File: config.mk
export PLATFORM = sky130hd
export DESIGN_NAME = ispy_dump_ctrl_flat
export DESIGN_NICKNAME = d
export VERILOG_FILES = /design/src/rtl/ispy_dump_if.sv /design/src/rtl/ispy_dump_ctrl.sv /design/src/flat_wrapper.sv
export SDC_FILE = /design/constraint.sdc
export NUM_CORES = 1
export LEC_CHECK = 0
export BUFFER_PORTS_ARGS = -buffer_cell sky130_fd_sc_hd__buf_2
export CAP_MARGIN = 0
export CORE_ASPECT_RATIO = 0.9
export CORE_UTILIZATION = 40
export CTS_CLUSTER_DIAMETER = 30
export DETAILED_ROUTE_END_ITERATION = 8
export PLACE_DENSITY = 0.61
export SYNTH_ARGS = -nofsm -noshare
export SYNTH_HDL_FRONTEND = slang
export SYNTH_SLANG_ARGS = --single-unit
File: constraint.sdc
create_clock -name clk -period 2.7 [get_ports clk]
set_input_delay 0.54 -clock clk [delete_from_list [all_inputs] [get_ports clk]]
set_output_delay 0.54 -clock clk [all_outputs]
set_load 0.01 [all_outputs]
File: src/rtl/ispy_dump_if.sv
// Spybuffer-side and readout-stream signals of the spybuffer dump sequencer.
// The master is the sequencer; the slave is the spybuffer plus readout consumer.
interface ispy_dump_if #(
  parameter int DATA_W = 21,
  parameter int ADDR_W = 10
);
  logic              freeze_req;
  logic [ADDR_W-1:0] wr_addr;
  logic              spy_of;
  logic              freeze;
  logic              addr_sel;
  logic [ADDR_W-1:0] rd_addr;
  logic [DATA_W-1:0] rd_data;
  logic [DATA_W-1:0] dout;
  logic              dout_valid;
  logic              dout_ready;
  logic              dout_last;
  logic              busy;
  logic              done;
  logic [ADDR_W:0]   word_count;

  modport master (
    input  freeze_req, wr_addr, spy_of, rd_data, dout_ready,
    output freeze, addr_sel, rd_addr, dout, dout_valid, dout_last,
           busy, done, word_count
  );

  modport slave (
    output freeze_req, wr_addr, spy_of, rd_data, dout_ready,
    input  freeze, addr_sel, rd_addr, dout, dout_valid, dout_last,
           busy, done, word_count
  );
endinterface

File: src/rtl/ispy_dump_ctrl.sv
// Freezes the input spybuffer and streams its contents oldest-first,
// hiding the 1-cycle RAM read latency behind a 2-entry skid buffer.
module ispy_dump_ctrl #(
  parameter int DATA_W = 21,
  parameter int ADDR_W = 10
) (
  input  logic         clk,
  input  logic         reset_n,
  ispy_dump_if.master  bus
);

  localparam int CNT_W = ADDR_W + 1;
  localparam logic [CNT_W-1:0] DEPTH = {1'b1, {ADDR_W{1'b0}}};

  typedef enum logic [1:0] {IDLE, CAPTURE, READ, DONE} state_t;

  state_t            state, state_nxt;
  logic [CNT_W-1:0]  cap_count, reads_left, word_count_r;
  logic [ADDR_W-1:0] cap_start, rd_addr_r;
  logic              vld_p1, last_p1;
  logic [DATA_W-1:0] buf_data [2];
  logic [1:0]        buf_last;
  logic [1:0]        buf_cnt, occ;
  logic              head, tail;
  logic              dout_valid_i, accept, issue, flush;
  logic              freeze_i, addr_sel_i, busy_i, done_i;

  // A wrapped buffer holds a full depth starting at the write pointer.
  assign cap_count = bus.spy_of ? DEPTH : {1'b0, bus.wr_addr};
  assign cap_start = bus.spy_of ? bus.wr_addr : '0;

  assign dout_valid_i = (state == READ) && (buf_cnt != '0);
  assign accept       = dout_valid_i && bus.dout_ready;
  assign occ          = buf_cnt + {1'b0, vld_p1} - {1'b0, accept};
  assign issue        = (state == READ) && bus.freeze_req &&
                        (reads_left != '0) && (occ < 2'd2);
  assign flush        = (state_nxt != READ);

  always_comb begin
    state_nxt  = state;
    freeze_i   = 1'b0;
    addr_sel_i = 1'b0;
    busy_i     = 1'b0;
    done_i     = 1'b0;
    case (state)
      IDLE: begin
        if (bus.freeze_req) state_nxt = CAPTURE;
      end
      CAPTURE: begin
        freeze_i = 1'b1;
        busy_i   = 1'b1;
        if (!bus.freeze_req)      state_nxt = IDLE;
        else if (cap_count == '0) state_nxt = DONE;
        else                      state_nxt = READ;
      end
      READ: begin
        freeze_i   = 1'b1;
        addr_sel_i = 1'b1;
        busy_i     = 1'b1;
        if (!bus.freeze_req)                state_nxt = IDLE;
        else if (accept && buf_last[head])  state_nxt = DONE;
      end
      DONE: begin
        freeze_i = 1'b1;
        busy_i   = 1'b1;
        done_i   = 1'b1;
        if (!bus.freeze_req) state_nxt = IDLE;
      end
      default: state_nxt = IDLE;
    endcase
  end

  always_ff @(posedge clk) begin
    if (!reset_n) begin
      state        <= IDLE;
      rd_addr_r    <= '0;
      reads_left   <= '0;
      word_count_r <= '0;
      vld_p1       <= 1'b0;
      last_p1      <= 1'b0;
      buf_cnt      <= '0;
      buf_last     <= '0;
      head         <= 1'b0;
      tail         <= 1'b0;
    end else begin
      state <= state_nxt;
      if (state == CAPTURE) begin
        rd_addr_r    <= cap_start;
        reads_left   <= cap_count;
        word_count_r <= cap_count;
      end else if (issue) begin
        reads_left <= reads_left - CNT_W'(1);
        // Address parks on the final word instead of stepping past it.
        if (reads_left != CNT_W'(1)) rd_addr_r <= rd_addr_r + ADDR_W'(1);
      end
      // p0 -> p1: address issued to RAM; p1 -> buffer: read data lands.
      if (flush) begin
        vld_p1  <= 1'b0;
        last_p1 <= 1'b0;
        buf_cnt <= '0;
        head    <= 1'b0;
        tail    <= 1'b0;
      end else begin
        vld_p1  <= issue;
        last_p1 <= issue && (reads_left == CNT_W'(1));
        buf_cnt <= occ;
        if (accept) head <= ~head;
        if (vld_p1) begin
          tail           <= ~tail;
          buf_last[tail] <= last_p1;
        end
      end
    end
  end

  always_ff @(posedge clk) begin
    if (vld_p1) buf_data[tail] <= bus.rd_data;
  end

  assign bus.freeze     = freeze_i;
  assign bus.addr_sel   = addr_sel_i;
  assign bus.busy       = busy_i;
  assign bus.done       = done_i;
  assign bus.rd_addr    = rd_addr_r;
  assign bus.word_count = word_count_r;
  assign bus.dout_valid = dout_valid_i;
  assign bus.dout       = dout_valid_i ? buf_data[head] : '0;
  assign bus.dout_last  = dout_valid_i && buf_last[head];

endmodule

File: src/flat_wrapper.sv
// flat-port wrapper written by rule: the top's interface ports become plain ports
module ispy_dump_ctrl_flat 
#(
  parameter int DATA_W = 21,
  parameter int ADDR_W = 10
)
  (clk, reset_n, bus_freeze_req, bus_wr_addr, bus_spy_of, bus_rd_data, bus_dout_ready, bus_freeze, bus_addr_sel, bus_rd_addr, bus_dout, bus_dout_valid, bus_dout_last, bus_busy, bus_done, bus_word_count);
  ispy_dump_if #(.DATA_W(DATA_W), .ADDR_W(ADDR_W)) bus_i ();
  input  logic clk;
  input  logic reset_n;
  input wire logic [$bits(bus_i.freeze_req)-1:0] bus_freeze_req;
  input wire logic [$bits(bus_i.wr_addr)-1:0] bus_wr_addr;
  input wire logic [$bits(bus_i.spy_of)-1:0] bus_spy_of;
  input wire logic [$bits(bus_i.rd_data)-1:0] bus_rd_data;
  input wire logic [$bits(bus_i.dout_ready)-1:0] bus_dout_ready;
  output wire logic [$bits(bus_i.freeze)-1:0] bus_freeze;
  output wire logic [$bits(bus_i.addr_sel)-1:0] bus_addr_sel;
  output wire logic [$bits(bus_i.rd_addr)-1:0] bus_rd_addr;
  output wire logic [$bits(bus_i.dout)-1:0] bus_dout;
  output wire logic [$bits(bus_i.dout_valid)-1:0] bus_dout_valid;
  output wire logic [$bits(bus_i.dout_last)-1:0] bus_dout_last;
  output wire logic [$bits(bus_i.busy)-1:0] bus_busy;
  output wire logic [$bits(bus_i.done)-1:0] bus_done;
  output wire logic [$bits(bus_i.word_count)-1:0] bus_word_count;
  assign bus_i.freeze_req = bus_freeze_req;
  assign bus_i.wr_addr = bus_wr_addr;
  assign bus_i.spy_of = bus_spy_of;
  assign bus_i.rd_data = bus_rd_data;
  assign bus_i.dout_ready = bus_dout_ready;
  assign bus_freeze = bus_i.freeze;
  assign bus_addr_sel = bus_i.addr_sel;
  assign bus_rd_addr = bus_i.rd_addr;
  assign bus_dout = bus_i.dout;
  assign bus_dout_valid = bus_i.dout_valid;
  assign bus_dout_last = bus_i.dout_last;
  assign bus_busy = bus_i.busy;
  assign bus_done = bus_i.done;
  assign bus_word_count = bus_i.word_count;
  ispy_dump_ctrl #(.DATA_W(DATA_W), .ADDR_W(ADDR_W)) u_core (.clk(clk), .reset_n(reset_n), .bus(bus_i));
endmodule
# ---- After elaboration in Yosys (flattened, before gate mapping)
# Memory sizes are Yosys's and may differ from the RTL's. A register that Yosys moved wholly into a read port is not among the register bits.
# Cells that the tools add are included.
dict set report word_totals {
  elab_cells 75
  mem_bits_ro 0
  ff_bits 42
  output_inout_bits 48
  n_memories 1
  ram_bits 42
  latch_bits 0
}
dict set report op_classes {
  eq_ne 6
  n_bitwise 4
  add_sub_neg 4
  reduce_logical 19
  div_mod_pow 0
  mux 27
  n_mul 0
  n_lt_le_gt_ge 4
  shift 0
}
# memory depth width read_ports rd_ports_with_merged_regs wr line
set mem_list {}
lappend mem_list {u_core.buf_data 2 21 1 1 1 ispy_dump_ctrl.sv:21} ;# logic [DATA_W-1:0] buf_data [2];
# cell n
set op_table {}
lappend op_table {{10-bit 2-to-1 mux} 4}
lappend op_table {{11-bit 2-to-1 mux} 3}
lappend op_table {{21-bit 2-to-1 mux} 1}
lappend op_table {{11-bit by 1-bit == test with 1-bit output, second input constant} 1}
lappend op_table {{11-bit logical NOT} 1}
lappend op_table {{1-bit 2-to-1 mux} 11}
lappend op_table {{11-bit by 1-bit != test with 1-bit output, second input constant} 1}
lappend op_table {{11-bit nonzero test} 1}
lappend op_table {{11-bit by 1-bit subtractor with 11-bit output, second input constant} 1}
lappend op_table {{10-bit by 1-bit adder with 10-bit output, second input constant} 1}
lappend op_table {{2-bit 2-to-1 mux} 5}
lappend op_table {{1-bit logical AND} 9}
lappend op_table {{2-bit one-hot mux with 4 select lines} 1}
lappend op_table {{2-bit nonzero test} 3}
lappend op_table {{2-bit == test, second input constant} 2}
lappend op_table {{1-bit by 2-bit < comparator with 1-bit output, second input constant} 2}
lappend op_table {{1-bit NOT} 4}
lappend op_table {{2-bit AND reduction} 2}
lappend op_table {{3-bit OR reduction} 1}
lappend op_table {{2-bit by 1-bit adder with 2-bit output} 1}
lappend op_table {{2-bit bitwise mux} 1}
lappend op_table {{2-bit by 1-bit == test with 1-bit output, second input constant} 1}
lappend op_table {{2-bit logical NOT} 1}
lappend op_table {{2-bit < comparator, second input constant} 1}
lappend op_table {{5 further kinds} 5}

# ---- Logic depth before layout (Yosys ltp)
dict set report logic_depth {
  depth_word 10
  ltp_mapped 13
  ltp_nobuf 12
}

# ---- Least setup slack after synthesis
# No wires, ideal clock.
dict set report synth_path {
  path_kind {register to register}
  start {register u_core.state[1]}
  end {register u_core.rd_addr_r[6] (netlist: u_core.bus.rd_addr[6])}
  required_ns 2.614
  t_arrival_ns 2.699
  stages_incl_launch_ff 14
  synth_period_minus_slack_ns 2.786
  slack_ns -0.086
  cell_sequence {dfxtp_1 -> nor2b_1 -> o21ai_1 -> inv_1 -> and2_1 -> ha_1 -> inv_1 -> ha_1 -> xnor3_2 -> and2_1 -> buf_6 -> nand2_4 -> a22o_1 -> a221oi_2}
}
dict set report synth_between {
  elab_chain_cells 8
  elab_cells_between_ends 13
}
# item line
set synth_lines {}
lappend synth_lines {{start: declaration} ispy_dump_ctrl.sv:17} ;# state_t state, state_nxt;
lappend synth_lines {{start signal: assignment} ispy_dump_ctrl.sv:86} ;# state <= state_nxt;
lappend synth_lines {{2-bit == test} ispy_dump_ctrl.sv:32} ;# assign dout_valid_i = (state == READ) && (buf_cnt != '0);
lappend synth_lines {{1-bit logical AND} ispy_dump_ctrl.sv:32}
lappend synth_lines {{named net bus_dout_valid} flat_wrapper.sv:20} ;# output wire logic [$bits(bus_i.dout_valid)-1:0] bus_dout_valid;
lappend synth_lines {{1-bit logical AND} ispy_dump_ctrl.sv:33} ;# assign accept = dout_valid_i && bus.dout_ready;
lappend synth_lines {{named net u_core.accept} ispy_dump_ctrl.sv:25} ;# logic dout_valid_i, accept, issue, flush;
lappend synth_lines {{2-bit by 1-bit subtractor with 2-bit output} ispy_dump_ctrl.sv:34} ;# assign occ = buf_cnt + {1'b0, vld_p1} - {1'b0, accept};
lappend synth_lines {{2-bit < comparator} ispy_dump_ctrl.sv:36} ;# (reads_left != '0) && (occ < 2'd2);
lappend synth_lines {{1-bit logical AND} ispy_dump_ctrl.sv:36}
lappend synth_lines {{2-bit nonzero test (no line)} n/a}
lappend synth_lines {{2-bit AND reduction (no line)} n/a}
lappend synth_lines {{end signal: assignment} ispy_dump_ctrl.sv:88} ;# rd_addr_r <= cap_start;
lappend synth_lines {{end signal: assignment} ispy_dump_ctrl.sv:94} ;# if (reads_left != CNT_W'(1)) rd_addr_r <= rd_addr_r + ADDR_W'(1);
lappend synth_lines {{end: declaration} ispy_dump_ctrl.sv:19} ;# logic [ADDR_W-1:0] cap_start, rd_addr_r;
# The timed path passes the listed nets, and every way through them passes these cells.
# A chain may end at the register's enable or synchronous reset.

# ---- Final worst setup path
dict set report layout_path {
  start {register u_core.state[1]}
  end {register u_core.rd_addr_r[6] (netlist: u_core.bus.rd_addr[6])}
}
dict set report layout_between {
  elab_chain_cells 8
  elab_cells_between_ends 13
}
# item line
set layout_lines {}
lappend layout_lines {{2-bit == test} ispy_dump_ctrl.sv:32}
lappend layout_lines {{1-bit logical AND} ispy_dump_ctrl.sv:32}
lappend layout_lines {{1-bit logical AND} ispy_dump_ctrl.sv:33}
lappend layout_lines {{named net u_core.accept} ispy_dump_ctrl.sv:25}
lappend layout_lines {{2-bit by 1-bit subtractor with 2-bit output} ispy_dump_ctrl.sv:34}
lappend layout_lines {{2-bit < comparator} ispy_dump_ctrl.sv:36}
lappend layout_lines {{1-bit logical AND} ispy_dump_ctrl.sv:36}
lappend layout_lines {{2-bit nonzero test (no line)} n/a}
lappend layout_lines {{2-bit AND reduction (no line)} n/a}
# The timed path passes the listed nets, and every way through them passes these cells.

==> impl_metrics.json <==
{
  "status": "finished, final reports clean",
  "final_hold_viol_count": 0,
  "synth_edf_count": 42,
  "synth_compound_area_share_pct": 10.1,
  "clk_path_buf_depth": 2,
  "synthMuxAreaShare_pct": 6.40,
  "clock_sinks": 85,
  "io_buffers": 83,
  "grt_pass1_wl_um": 13400,
  "num_rows": 33,
  "r2r_setup_slack_ns": 0.16,
  "final_cells": 562,
  "rsz0062_at_grt": "true",
  "fin_crit_sh_pct": 94.0,
  "async_flop_share_pct": 0,
  "wl_per_cell_um": 14.4,
  "utilization_pct": 50.1,
  "avgSynthCellArea_um2": 10.9,
  "fmax_mhz": 394,
  "grtUsageTotal_pct": 17.5,
  "cts_setup_buffers": 0,
  "critPathCaptureType": "register",
  "tightest_slew_ns": 0.842,
  "grt_max_degree": 24,
  "start_kind": "register",
  "drv_cap": 0,
  "cp_cell_sequence": "nor2b_2, o21ai_2, inv_1, and2_1, ha_1, inv_1, ha_1, xnor3_2, and2_4, nand2_4, a22o_1, a221oi_2",
  "drt-initial-drc-count": 202,
  "num_vias": 2868,
  "cellLeakagePower_nw": 1.77,
  "die_area_mm2": 0.00977,
  "cts_tree": "built",
  "drive_above_1_share_pct": 29.5,
  "synth_cell_types": 56,
  "holdBufCountCts": 0,
  "yosys_register_bits": 85,
  "cts_made_buffers": 9,
  "drtPass1Iterations": 4,
  "wirelength_um": 8090,
  "synth_top_flop_cell": "dfxtp_1",
  "dp.cells": 546,
  "worstHoldPathType": "in2reg",
  "root_buffer": "clkbuf_8",
  "critical_path.slowest_cell": "xnor3_2",
  "insertion_delay_ns": 0.36,
  "synth_fp_nets": 385,
  "path_class": "reg2reg",
  "synth_top_family_by_area": "simple AND/OR/NAND/NOR gates",
  "power.density_mw_per_mm2": 546,
  "yosysSeqAreaShare_pct": 56.6,
  "antenna_found_initial": 0,
  "die_height_um": 93.9,
  "syn_inst": 344,
  "n_fill_cell": 854,
  "synth-xor-area-share_pct": 3.67,
  "clk_pin_slew_ns": 0.10,
  "htree_levels": 3,
  "synthSimpleGateAreaFrac_pct": 18.5,
  "holdWs_ns": 0.364,
  "ios": 84,
  "cp_data_required_time_ns": 2.97,
  "dp_hpwl_um": 5780,
  "period_minus_slack_ns": 2.54,
  "pre_cts_ws_ns": -0.00672,
  "grt_pass1_vias": 2666,
  "route.detailed.drc": 0,
  "diodes": 0,
  "synth_area_mm2": 0.00375,
  "fp.dieW_um": 104,
  "setup_ws_ns": 0.163,
  "vias_per_cell": 5.10,
  "synth_fa_ha_area_share_pct": 1.67,
  "vdd_drop_max_mv": 0.289,
  "p_total_w": 0.00249,
  "skew_ns": 0.0123,
  "crit_fanout": 6,
  "ant_nets": 0,
  "finalMaxSlewViolations": 0,
  "setup_viol": 0,
  "coreArea_mm2": 0.00913,
  "grt_overflow": 0,
  "slew-limit-headroom_pct": 43.8,
  "initial_utilization_pct": 41.1,
  "routabilityCongestion": 0.846,
  "cp_data_arrival_time_ns": 2.81,
  "yosys_warnings": 0,
  "area_growth_pct": 21.7,
  "cts-resized-gates": 0,
  "finalNetCount": 476,
  "cpPeakStageDelay_ns": 0.42
}
metrics by stage:
step,setup TNS (ns),area [um2]
after floorplan,0,3760
after global placement,0,4360
after detailed placement,-0.00672,4360
after CTS,0,4550
after global routing,-0.0158,4570
final,0,4570
synthesized netlist by cell type, types with 7 or more instances:
| master | number | area share (%) |
|---|---|---|
| xnor2_1 | 7 | 1.6 |
| o21ai_0 | 11 | 1.5 |
| edfxtp_1 | 42 | 34 |
| nand3_1 | 11 | 1.5 |
| inv_1 | 10 | 1.0 |
| dfxtp_1 | 43 | 23 |
| nor3_1 | 7 | 0.93 |
| clkbuf_1 | 10 | 1.0 |
| nand3b_1 | 8 | 1.6 |
| mux2i_1 | 24 | 6.4 |
| a21oi_1 | 19 | 2.5 |
| nor2_1 | 37 | 3.7 |
| nand2_1 | 36 | 3.6 |
per-layer routing:
metal / global-route usage [%] / part of all wire [%]
met2: 27.3 / 45
met5: 0 / 0
met1: 24.2 / 49
met4: 5.12 / 1.3
met3: 4.16 / 5.0
power breakdown:
part | internal, W | leakage [nW] | switching (W)
Clock | 0.000366 | 0.102 | 0.000512
Combinational | 0.0000883 | 0.943 | 0.000133
Sequential | 0.00137 | 0.726 | 0.0000207
layout make-up:
| type | instances | area, um2 | share of cell area [%] |
|---|---|---|---|
| clock buffers | 9 | 124 | 2.71 |
| clock inverters | 7 | 71.3 | 1.56 |
| inverters | 10 | 37.5 | 0.822 |
| multi-input cells | 232 | 1540 | 33.7 |
| flip-flops and latches | 85 | 2120 | 46.5 |
| well taps | 122 | 153 | 3.34 |
| repair buffers | 97 | 520 | 11.4 |
state kept, by name, indices dropped and copies added (netlist names), named ones only:
name,cells
u_core.buf_data,42
u_core.bus.word_count,11
u_core.head,1
u_core.tail,1
u_core.reads_left,11
u_core.buf_cnt,2
u_core.state,2
u_core.vld_p1,1
u_core.buf_last,2
u_core.last_p1,1
u_core.bus.rd_addr,10
final timing paths:
path                            start                       end  cells after the start
max                   u_core.state[1]     u_core.bus.rd_addr[6]                     12
min                   bus_rd_data[15]    u_core.buf_data[1][15]                      1
min reg2reg  u_core.bus.word_count[2]  u_core.bus.word_count[2]                      2
max reg2reg           u_core.state[1]     u_core.bus.rd_addr[6]                     12
cell families after synthesis:
| kind of cell | Yosys count |
|---|---|
| compound gates | 54 |
| xor+xnor | 14 |
| fa+ha+maj | 5 |
| buf+inv | 27 |
| flops | 85 |
| mux | 24 |
| simple gates | 135 |
critical path, delay by kind of cell, from the launching register on:
family | cells | cell delay (ns)
flops | 1 | 0.31
buf+inv | 2 | 0.10
simple gates | 4 | 0.60
xor+xnor | 1 | 0.42
compound gates | 3 | 0.58
fa+ha+maj | 2 | 0.44
cell usage in the layout, fill, tap and decap left out, types with 2 or more instances in the layout:
master and count:
a31oi_1 2, and3_1 4, a21oi_1 19, nand2_1 35, inv_8 4, ha_1 5
clkbuf_8 9, nand4_1 6, nor3_1 6, o21ai_0 11, buf_2 83, nor4_1 4
mux2i_1 24, buf_4 14, nand2b_1 3, o31a_1 2, nor2_1 36, nand3b_1 8
xnor2_1 7, nand3_1 11, a211oi_1 3, dfxtp_1 43, o211ai_1 2, and2_1 2
xor2_1 6, edfxtp_1 42, inv_1 10, or3_1 2, clkinv_4 2, and4_1 2
(Power assumes the default switching activity.)
